`config.mk`:
```
export PLATFORM = sky130hd
export DESIGN_NAME = cla_subtractor_seq
export DESIGN_NICKNAME = d
export VERILOG_FILES = /design/src/rtl/cla_subtractor_seq_pkg.sv /design/src/rtl/cla_subtractor_seq_slice.sv /design/src/rtl/cla_subtractor_seq.sv
export SDC_FILE = /design/constraint.sdc
export NUM_CORES = 1
export LEC_CHECK = 0
export CAP_MARGIN = 25
export CORE_UTILIZATION = 51
export DETAILED_ROUTE_END_ITERATION = 6
export GPL_TIMING_DRIVEN = 0
export PLACE_DENSITY = 0.79
export REMOVE_ABC_BUFFERS = 1
export SKIP_CTS_REPAIR_TIMING = 1
export SLEW_MARGIN = 40
export SYNTH_ARGS = -nofsm -noshare
export SYNTH_HDL_FRONTEND = slang
export SYNTH_SLANG_ARGS = --single-unit
export TNS_END_PERCENT = 30
```
`constraint.sdc`:
```
create_clock -name clk -period 3.1 [get_ports clk]
set_clock_uncertainty 0.15 [all_clocks]
set_input_delay 0.62 -clock clk [delete_from_list [all_inputs] [get_ports clk]]
set_output_delay 0.62 -clock clk [all_outputs]
set_load 0.02 [all_outputs]
```
`src/rtl/cla_subtractor_seq_pkg.sv`:
```
// ---------------------------------------------------------------------------
// cla_pkg
// Shared definitions for the sequential carry-lookahead subtractor.
//   SLICE_W  - width of the one lookahead slice that is reused every cycle
//   state_t  - controller states (IDLE, RUN, DONE)
//   nslice() - number of slices needed to cover an operand width
// ---------------------------------------------------------------------------
package cla_pkg;

  localparam int SLICE_W = 4;

  typedef enum logic [1:0] {
    IDLE = 2'd0,
    RUN  = 2'd1,
    DONE = 2'd2
  } state_t;

  function automatic int nslice(input int width);
    return width / SLICE_W;
  endfunction

endpackage

```
`src/rtl/cla_subtractor_seq_slice.sv`:
```
// ---------------------------------------------------------------------------
// cla4_slice
// Combinational 4-bit carry-lookahead adder: {cout, s} = x + y + cin.
// The subtractor feeds it x = minuend slice, y = inverted subtrahend slice.
// Ports:
//   x, y  in  4  operand slices
//   cin   in  1  carry in
//   s     out 4  sum
//   cout  out 1  carry out
// ---------------------------------------------------------------------------
module cla4_slice
  import cla_pkg::*;
(
  input  logic [SLICE_W-1:0] x,
  input  logic [SLICE_W-1:0] y,
  input  logic               cin,
  output logic [SLICE_W-1:0] s,
  output logic               cout
);

  logic [3:0] p;
  logic [3:0] g;
  logic [4:0] c;

  // Propagate/generate terms and flattened lookahead carries.
  always_comb begin
    p    = x | y;
    g    = x & y;
    c[0] = cin;
    c[1] = g[0] | (p[0] & c[0]);
    c[2] = g[1] | (p[1] & g[0]) | (p[1] & p[0] & c[0]);
    c[3] = g[2] | (p[2] & g[1]) | (p[2] & p[1] & g[0])
         | (p[2] & p[1] & p[0] & c[0]);
    c[4] = g[3] | (p[3] & g[2]) | (p[3] & p[2] & g[1])
         | (p[3] & p[2] & p[1] & g[0])
         | (p[3] & p[2] & p[1] & p[0] & c[0]);
    // p = x|y cannot form the sum, so s uses the true XOR of the operands.
    s    = x ^ y ^ c[3:0];
    cout = c[4];
  end

endmodule

```
`src/rtl/cla_subtractor_seq.sv`:
```
// ---------------------------------------------------------------------------
// cla_subtractor_seq
// Multi-cycle subtractor: diff = a - b - bin (mod 2^WIDTH), one 4-bit
// lookahead slice per clock, LSB slice first, via a + ~b + ~bin.
// Optional feature macro: CLA_SUB_OVF_EN adds the signed-overflow port ovf.
// Parameters:
//   WIDTH  operand width, multiple of 4 and >= 4
// Ports:
//   clk        in   1      rising-edge clock
//   rst        in   1      asynchronous active-high reset
//   in_valid   in   1      operands present
//   in_ready   out  1      operands accepted (IDLE only)
//   a, b       in   WIDTH  minuend, subtrahend
//   bin        in   1      borrow in
//   out_valid  out  1      result available (DONE)
//   out_ready  in   1      consumer takes result
//   diff       out  WIDTH  a - b - bin
//   bout       out  1      borrow out (a < b + bin, unsigned)
//   ovf        out  1      signed overflow (CLA_SUB_OVF_EN only)
// ---------------------------------------------------------------------------
module cla_subtractor_seq
  import cla_pkg::*;
#(
  parameter int WIDTH = 16
) (
  input  logic             clk,
  input  logic             rst,
  input  logic             in_valid,
  output logic             in_ready,
  input  logic [WIDTH-1:0] a,
  input  logic [WIDTH-1:0] b,
  input  logic             bin,
  output logic             out_valid,
  input  logic             out_ready,
  output logic [WIDTH-1:0] diff,
  output logic             bout
`ifdef CLA_SUB_OVF_EN
  ,
  output logic             ovf
`endif
);

  localparam int NSLICE = nslice(WIDTH);
  localparam int IDX_W  = (NSLICE > 1) ? $clog2(NSLICE) : 1;
  localparam logic [IDX_W-1:0] LAST_IDX = IDX_W'(NSLICE - 1);
  localparam logic [IDX_W-1:0] IDX_ONE  = IDX_W'(1);

  if (((WIDTH % SLICE_W) != 0) || (WIDTH < SLICE_W)) begin : g_width_check
    $error("cla_subtractor_seq: WIDTH must be a multiple of 4 and >= 4");
  end

  state_t             state_r;
  state_t             state_nx;
  logic [WIDTH-1:0]   a_r;
  logic [WIDTH-1:0]   nb_r;      // subtrahend stored already inverted
  logic               carry_r;   // carry = ~borrow between slices
  logic [IDX_W-1:0]   idx_r;
  logic [WIDTH-1:0]   diff_r;
  logic               bout_r;
  logic               in_ready_r;
  logic               out_valid_r;

  logic [SLICE_W-1:0] x_s;
  logic [SLICE_W-1:0] y_s;
  logic [SLICE_W-1:0] s_s;
  logic               c_s;
  logic               last_s;

  assign x_s    = a_r[SLICE_W*idx_r +: SLICE_W];
  assign y_s    = nb_r[SLICE_W*idx_r +: SLICE_W];
  assign last_s = (idx_r == LAST_IDX);

  cla4_slice u_slice (
    .x    (x_s),
    .y    (y_s),
    .cin  (carry_r),
    .s    (s_s),
    .cout (c_s)
  );

  // Next-state logic of the IDLE -> RUN -> DONE controller.
  always_comb begin
    state_nx = state_r;
    case (state_r)
      IDLE: begin
        if (in_valid) state_nx = RUN;
        else          state_nx = IDLE;
      end
      RUN: begin
        if (last_s) state_nx = DONE;
        else        state_nx = RUN;
      end
      DONE: begin
        if (out_ready) state_nx = IDLE;
        else           state_nx = DONE;
      end
      default: state_nx = IDLE;
    endcase
  end

  // State register plus handshake flags registered from the next state.
  always_ff @(posedge clk or posedge rst) begin
    if (rst) begin
      state_r     <= IDLE;
      in_ready_r  <= 1'b1;
      out_valid_r <= 1'b0;
    end else begin
      state_r     <= state_nx;
      in_ready_r  <= (state_nx == IDLE);
      out_valid_r <= (state_nx == DONE);
    end
  end

  // Operand capture, per-slice result writes and final borrow.
  always_ff @(posedge clk or posedge rst) begin
    if (rst) begin
      a_r     <= {WIDTH{1'b0}};
      nb_r    <= {WIDTH{1'b0}};
      carry_r <= 1'b0;
      idx_r   <= {IDX_W{1'b0}};
      diff_r  <= {WIDTH{1'b0}};
      bout_r  <= 1'b0;
    end else begin
      case (state_r)
        IDLE: begin
          if (in_valid) begin
            a_r     <= a;
            nb_r    <= ~b;
            carry_r <= ~bin;
            idx_r   <= {IDX_W{1'b0}};
          end
        end
        RUN: begin
          diff_r[SLICE_W*idx_r +: SLICE_W] <= s_s;
          carry_r <= c_s;
          if (last_s) begin
            idx_r  <= {IDX_W{1'b0}};
            bout_r <= ~c_s;
          end else begin
            idx_r  <= idx_r + IDX_ONE;
          end
        end
        DONE: begin
          // result held until the consumer takes it
        end
        default: begin
          idx_r <= {IDX_W{1'b0}};
        end
      endcase
    end
  end

`ifdef CLA_SUB_OVF_EN
  logic ovf_r;

  // Signed overflow at the final slice: operand signs differ and the
  // result sign differs from the minuend (b[msb] is ~nb_r[msb]).
  always_ff @(posedge clk or posedge rst) begin
    if (rst) begin
      ovf_r <= 1'b0;
    end else if ((state_r == RUN) && last_s) begin
      ovf_r <= (a_r[WIDTH-1] ^ ~nb_r[WIDTH-1]) & (a_r[WIDTH-1] ^ s_s[SLICE_W-1]);
    end else begin
      ovf_r <= ovf_r;
    end
  end

  assign ovf = ovf_r;
`endif

  assign in_ready  = in_ready_r;
  assign out_valid = out_valid_r;
  assign diff      = diff_r;
  assign bout      = bout_r;

endmodule
```
## Yosys cells after proc, flatten, opt, wreduce, memory -nomap -nowiden

Cells that the tools add are included.
Widths: inputs -> output; s select.

| word-level totals | value |
|---|---|
| register bits after elaboration | 56 |
| latch bits | 0 |
| bits in writable memories | 0 |
| ROM bits | 0 |
| input bits | 37 |
| memories kept | 0 |

| cells by class | value |
|---|---|
| add/subtract/negate cells | 2 |
| $mul | 0 |
| divide/modulo/power cells | 0 |
| $lt $le $gt $ge | 0 |
| eq/ne operators | 5 |
| shift operators | 4 |
| muxes and demuxes | 10 |
| bitwise operators | 34 |
| reduce and logical (&&, ||, !) cells | 7 |

Operator list:

| operator | number |
|---|---|
| $neg 4->34 | 1 |
| $shift 4x34->16 const A | 1 |
| $shiftx 4x34->16 | 1 |
| $shiftx 16x5->4 | 2 |
| $and 1x1->1 | 16 |
| $bwmux 16 | 1 |
| $not 16->16 | 1 |
| $pmux 2 s3 | 2 |
| $or 1x1->1 | 10 |
| $mux 2 | 4 |
| $reduce_and 2->1 | 4 |
| $xor 4x4->4 | 2 |
| $eq 2x2->1 const B | 3 |
| $and 4x4->4 | 1 |
| $logic_not 2->1 | 2 |
| $or 4x4->4 | 1 |
| $not 1->1 | 3 |
| $add 2x1->2 const B | 1 |
| $eq 2x1->1 const B | 1 |
| $mux 1 | 2 |
| $ne 2x2->1 const B | 1 |
| $pmux 1 s2 | 1 |
| $reduce_bool 2->1 | 1 |

## Depth between registers and ports, before layout

| logic depth | value |
|---|---|
| word-level depth | 9 |
| gate-level depth with buffers | 8 |

## By module

A second synthesis with hierarchy kept.

| unflattened totals | value |
|---|---|
| cell total of the unflattened synthesis | 246 |
| area, all modules | 2819.0 um^2 |

By module, submodules not included:

| module | instances | cells each | area an instance (um^2) |
|---|---|---|---|
| cla_subtractor_seq | 1 | 208 | 2542.4 |
| cla4_slice | 1 | 38 | 276.5 |

## Worst setup path before layout

Ideal clock, no wire load.

| timing path | value |
|---|---|
| kind | reg2reg |
| from | register idx_r[0] |
| to | register diff_r[15] (netlist: diff[15]) |
| library setup time | 0.141 ns |
| arrival | 2.158 ns |
| required time | 2.809 ns |
| path slack | 0.651 ns |
| cell stages (with the launch flop) | 8 |
| path through | dfrtp_1 buf_4 mux4_2 ha_1 nor2b_1 a211oi_1 o311ai_1 o21ai_0 |

| between the ends | value |
|---|---|
| cells in the longest elaborated chain, start to end | 9 |
| elaborated cells on any way between the ends | 25 |

Ends and longest elaborated chain:

| item | RTL line | source |
|---|---|---|
| from (decl) | cla_subtractor_seq.sv:57 | `logic [IDX_W-1:0] idx_r;` |
| from (signal assigned) | cla_subtractor_seq.sv:120 | `idx_r <= {IDX_W{1'b0}};` |
| from (signal assigned) | cla_subtractor_seq.sv:130 | `idx_r <= {IDX_W{1'b0}};` |
| from (signal assigned) | cla_subtractor_seq.sv:137 | `idx_r <= {IDX_W{1'b0}};` |
| $shiftx 16x5->4, on equally long branches | cla_subtractor_seq.sv:69, cla_subtractor_seq.sv:70 |  |
| $or 4x4->4 / $and 4x4->4 (equally long branches) | cla_subtractor_seq_slice.sv:27, cla_subtractor_seq_slice.sv:28 |  |
| $and 1x1->1, on equally long branches | cla_subtractor_seq_slice.sv:32, cla_subtractor_seq_slice.sv:33 |  |
| $or 1x1->1 (tied with other cells) | cla_subtractor_seq_slice.sv:32 | `c[3] = g[2] \| (p[2] & g[1]) \| (p[2] & p[1] & g[0])` |
| $or 1x1->1 / $and 1x1->1 (equally long branches) | cla_subtractor_seq_slice.sv:32, cla_subtractor_seq_slice.sv:33 |  |
| $or 1x1->1 | cla_subtractor_seq_slice.sv:33 | `\| (p[2] & p[1] & p[0] & c[0]);` |
| $xor 4x4->4 | cla_subtractor_seq_slice.sv:38 | `s = x ^ y ^ c[3:0];` |
| $shiftx 4x34->16 | cla_subtractor_seq.sv:134 | `diff_r[SLICE_W*idx_r +: SLICE_W] <= s_s;` |
| $bwmux 16 (*) | cla_subtractor_seq.sv:134 |  |
| to (signal assigned) | cla_subtractor_seq.sv:121 | `diff_r <= {WIDTH{1'b0}};` |
| to (signal, indexed assignment) | cla_subtractor_seq.sv:134 |  |
| to (decl) | cla_subtractor_seq.sv:58 | `logic [WIDTH-1:0] diff_r;` |

Every way passes the cells marked *; elsewhere a longest branch is shown, timed or not.
A chain may end at the register's enable or synchronous reset.

## Final worst setup path

| timing path | value |
|---|---|
| from | register idx_r[0] |
| to | register diff_r[7] (netlist: diff[7]) |

The elaborated chain is that of the path after synthesis.

==> impl_metrics.py <==
metrics = {
    "logic_synthesis": {
        "synth_flop_cell": "dfrtp_1",
        "synth_warnings": 0,
        "synth_common_cells": "55 x dfrtp_1, 23 x nor2_1, 19 x a21oi_1",
        "yosysTopAreaCell": "dfrtp_1",
        "syn_avg_cell_area_um2": 11.9,
        "async_flop_share_pct": 100,
        "synth_top_area_share_pct": 50.9,
        "synth.cell_area_mm2": 0.00270,
        "yosys-top-cells-area": "dfrtp_1 51%, ha_1 6.9%, mux2_2 6.7%, mux4_2 6.7%, a22o_1 4.2%",
        "ys_seq_elements": 56,
        "synth_most_common_cell": "dfrtp_1",
        "syn_inst": 228,
        "ys_types": 38,
        "yosysSeqAreaShare_pct": 51.9,
        "synth-edff-count": 0,
    },
    "power_and_ir_drop": {
        "switching_power_mw": 1.56,
        "power_density_mw_per_mm2": 1090,
        "vdd_ir_drop_max_uv": 613,
        "pwr-share-clk_pct": 10.7,
        "p_sw_share_pct": 41.6,
        "power_mw": 3.76,
        "p_comb_share_pct": 54.6,
        "p_leak_nw": 1.48,
        "pwr-share-seq_pct": 34.6,
        "p_int_mw": 2.20,
    },
    "worst_setup_path": {
        "worstPathMaxFanout": 16,
        "cp_cell_sequence": "mux4_2 > ha_1 > nor2b_1 > a211oi_1 > o311ai_1 > o21ai_0",
        "cpPeakStageDelay_ns": 0.67,
        "startpoint_type": "flop",
        "reg2reg_slack_ns": 0.21,
        "cp_slowest_cell": "dfrtp_2",
        "critPathCaptureType": "flop",
        "path_class": "flop to flop",
        "r2r-start": "idx_r[0]",
        "cp.required_ns": 3.12,
        "cp_data_arrival_time_ns": 2.91,
        "reg2reg_depth": 6,
        "r2r_end": "diff[7]",
    },
    "clock_tree": {
        "h-tree-depth": 2,
        "cts_tree": "yes",
        "cts-root-buf": "clkbuf_8",
        "clock-sinks": 56,
        "clk_latency_ns": 0.31,
        "cts_inserted_buffers": 5,
        "clockBufferDepth": 2,
        "path_clk_slew_ns": 0.09,
    },
    "finish": {
        "fillCellCount": 414,
        "diodes": 0,
        "syn2layout_area_growth_pct": 27.1,
        "layout.area.seq_mm2": 0.00140,
        "fin_area_mm2": 0.00344,
        "fin_nets": 339,
        "finalNonFillerCells": 357,
        "fin_util_pct": 67.3,
        "drive_gt1_share_pct": 15.0,
        "multiInputGateArea_mm2": 0.00120,
    },
    "placement": {
        "gp_congestion": 0.829,
        "dp_slack_ns": -0.0234,
        "hpwl_um": 3740,
        "dp_cells": 349,
        "portBuffers": 55,
        "placed_cell_area_mm2": 0.00334,
    },
    "timing": {
        "grt_setup_unrepaired": "no",
        "finalSetupViolCount": 0,
        "tns_ns": 0,
        "final.period_utilization_pct": 93.3,
        "drv_slew": 0,
        "fin_hold_ws_ns": 0.337,
        "tightest_slew_ns": 0.697,
        "max_freq_ghz": 0.346,
        "slew_headroom_pct": 52.8,
        "finalHoldViolCount": 0,
        "fin_ws_ns": 0.209,
        "fin_crit_ns": 2.89,
    },
    "global_routing": {
        "antenna_found_initial": 0,
        "grt_remaining_overflow": 0,
        "grt_pass1_vias": 1865,
        "grt_max_degree": 45,
        "grt_pass1_wl_um": 8450,
        "grt_util_all_layers_pct": 20.5,
    },
    "floorplanning": {
        "num_io_pins": 56,
        "core_mm2": 0.00511,
        "start_util_pct": 52.9,
        "die_h_um": 74.8,
        "fp.dieW_um": 74.8,
        "dieArea_mm2": 0.00560,
        "rows": 26,
    },
    "detailed_routing": {
        "routed_wirelength_um": 5010,
        "drc": 0,
        "routed_via_density": 5.32,
        "initialDrtViolationCount": 83,
        "drtPass1Iterations": 5,
        "ant_nets": 0,
        "vias": 1901,
        "wl_per_cell_um": 14.0,
    },
    "hold_path": {
        "hp-start": "diff[7]",
        "hold_path_depth": 2,
        "min_to": "diff[7]",
        "hold_path.class": "flop to flop",
    },
    "status": {
        "status": "finished, final reports clean",
    },
    "flow_run": {
        "drv_cap": 0,
    },
}
==> cells by family (layout without fill, tap and decap cells) <==
family,Yosys count,count (layout),synth area share [%]
xor gates and xnor gates,1,1,0.324
DFF,56,56,51.9
buffers and inverters,23,82,3.79
AOI/OAI and AO/OA,51,51,12.3
adders and majority gates,16,16,7.68
and+or+nand+nor,57,57,10.7
muxes,24,24,13.3
==> power by group through the flow <==
stage                     Clock, mW  Sequential, mW  Combinational (mW)
after CTS                     0.420            1.31                2.07
after global placement            0            1.30                1.96
final                         0.403            1.30                2.05
after global routing          0.441            1.35                2.29
after floorplan                   0            1.34                1.37
after detailed placement          0            1.32                2.06
==> flip-flops by register name (all words and copies together) (netlist names) <==
register,count
out_valid,1
idx_r,2
nb_r,16
a_r,16
state_r,2
in_ready,1
bout,1
diff,16
carry_r,1
==> final cells by class <==
class                      instances  area share, %
tap                               70           2.55
inverter                          15           1.71
timing repair buffer              59           17.4
sequential                        56           40.9
multi-input combinational        149           34.9
clock buffer                       8           2.62
==> layout by cell type, fill, tap and decap left out, drive strengths merged, types with 2 or more instances in the layout <==
| cell type | count |
|---|---|
| clkdlybuf4s50 | 55 |
| dfrtp | 55 |
| nor2 | 24 |
| a21oi | 19 |
| nand2 | 17 |
| mux2 | 16 |
| ha | 15 |
| inv | 15 |
| a22o | 13 |
| mux4 | 8 |
| o21ai | 8 |
| clkbuf | 8 |
| nor2b | 4 |
| buf | 4 |
| o21bai | 3 |
| a211oi | 2 |
| o211ai | 2 |
| o31ai | 2 |
| nand2b | 2 |
==> worst max-delay path: cells and delay by family (launching register included) <==
family	cells	cell delay, ns
flip-flops	1	0.67
AND/OR/NAND/NOR	1	0.18
AO/OA/AOI/OAI	3	0.85
adder cells (fa/ha/maj)	1	0.29
multiplexers	1	0.60
==> worst max path at each step <==
stage               endpoint  slack (ns)  startpoint  depth (start not counted)
finish               diff[7]        0.21    idx_r[0]                          6
global route         diff[7]        0.07    idx_r[0]                          6
CTS                  diff[7]       -0.05    idx_r[0]                          6
detailed placement   diff[7]       -0.02    idx_r[0]                          6
global placement      a_r[5]       -0.25    in_valid                          3
floorplan           diff[15]        0.56    idx_r[0]                          6
==> routing by layer <==
layer | track usage [%] | part of all wire (%)
met5 | 0 | 0
met4 | 5.66 | 1.1
met3 | 4.95 | 3.6
met1 | 25.7 | 44
met2 | 35.7 | 51
Note: power is estimated with default switching activity, not from simulation.
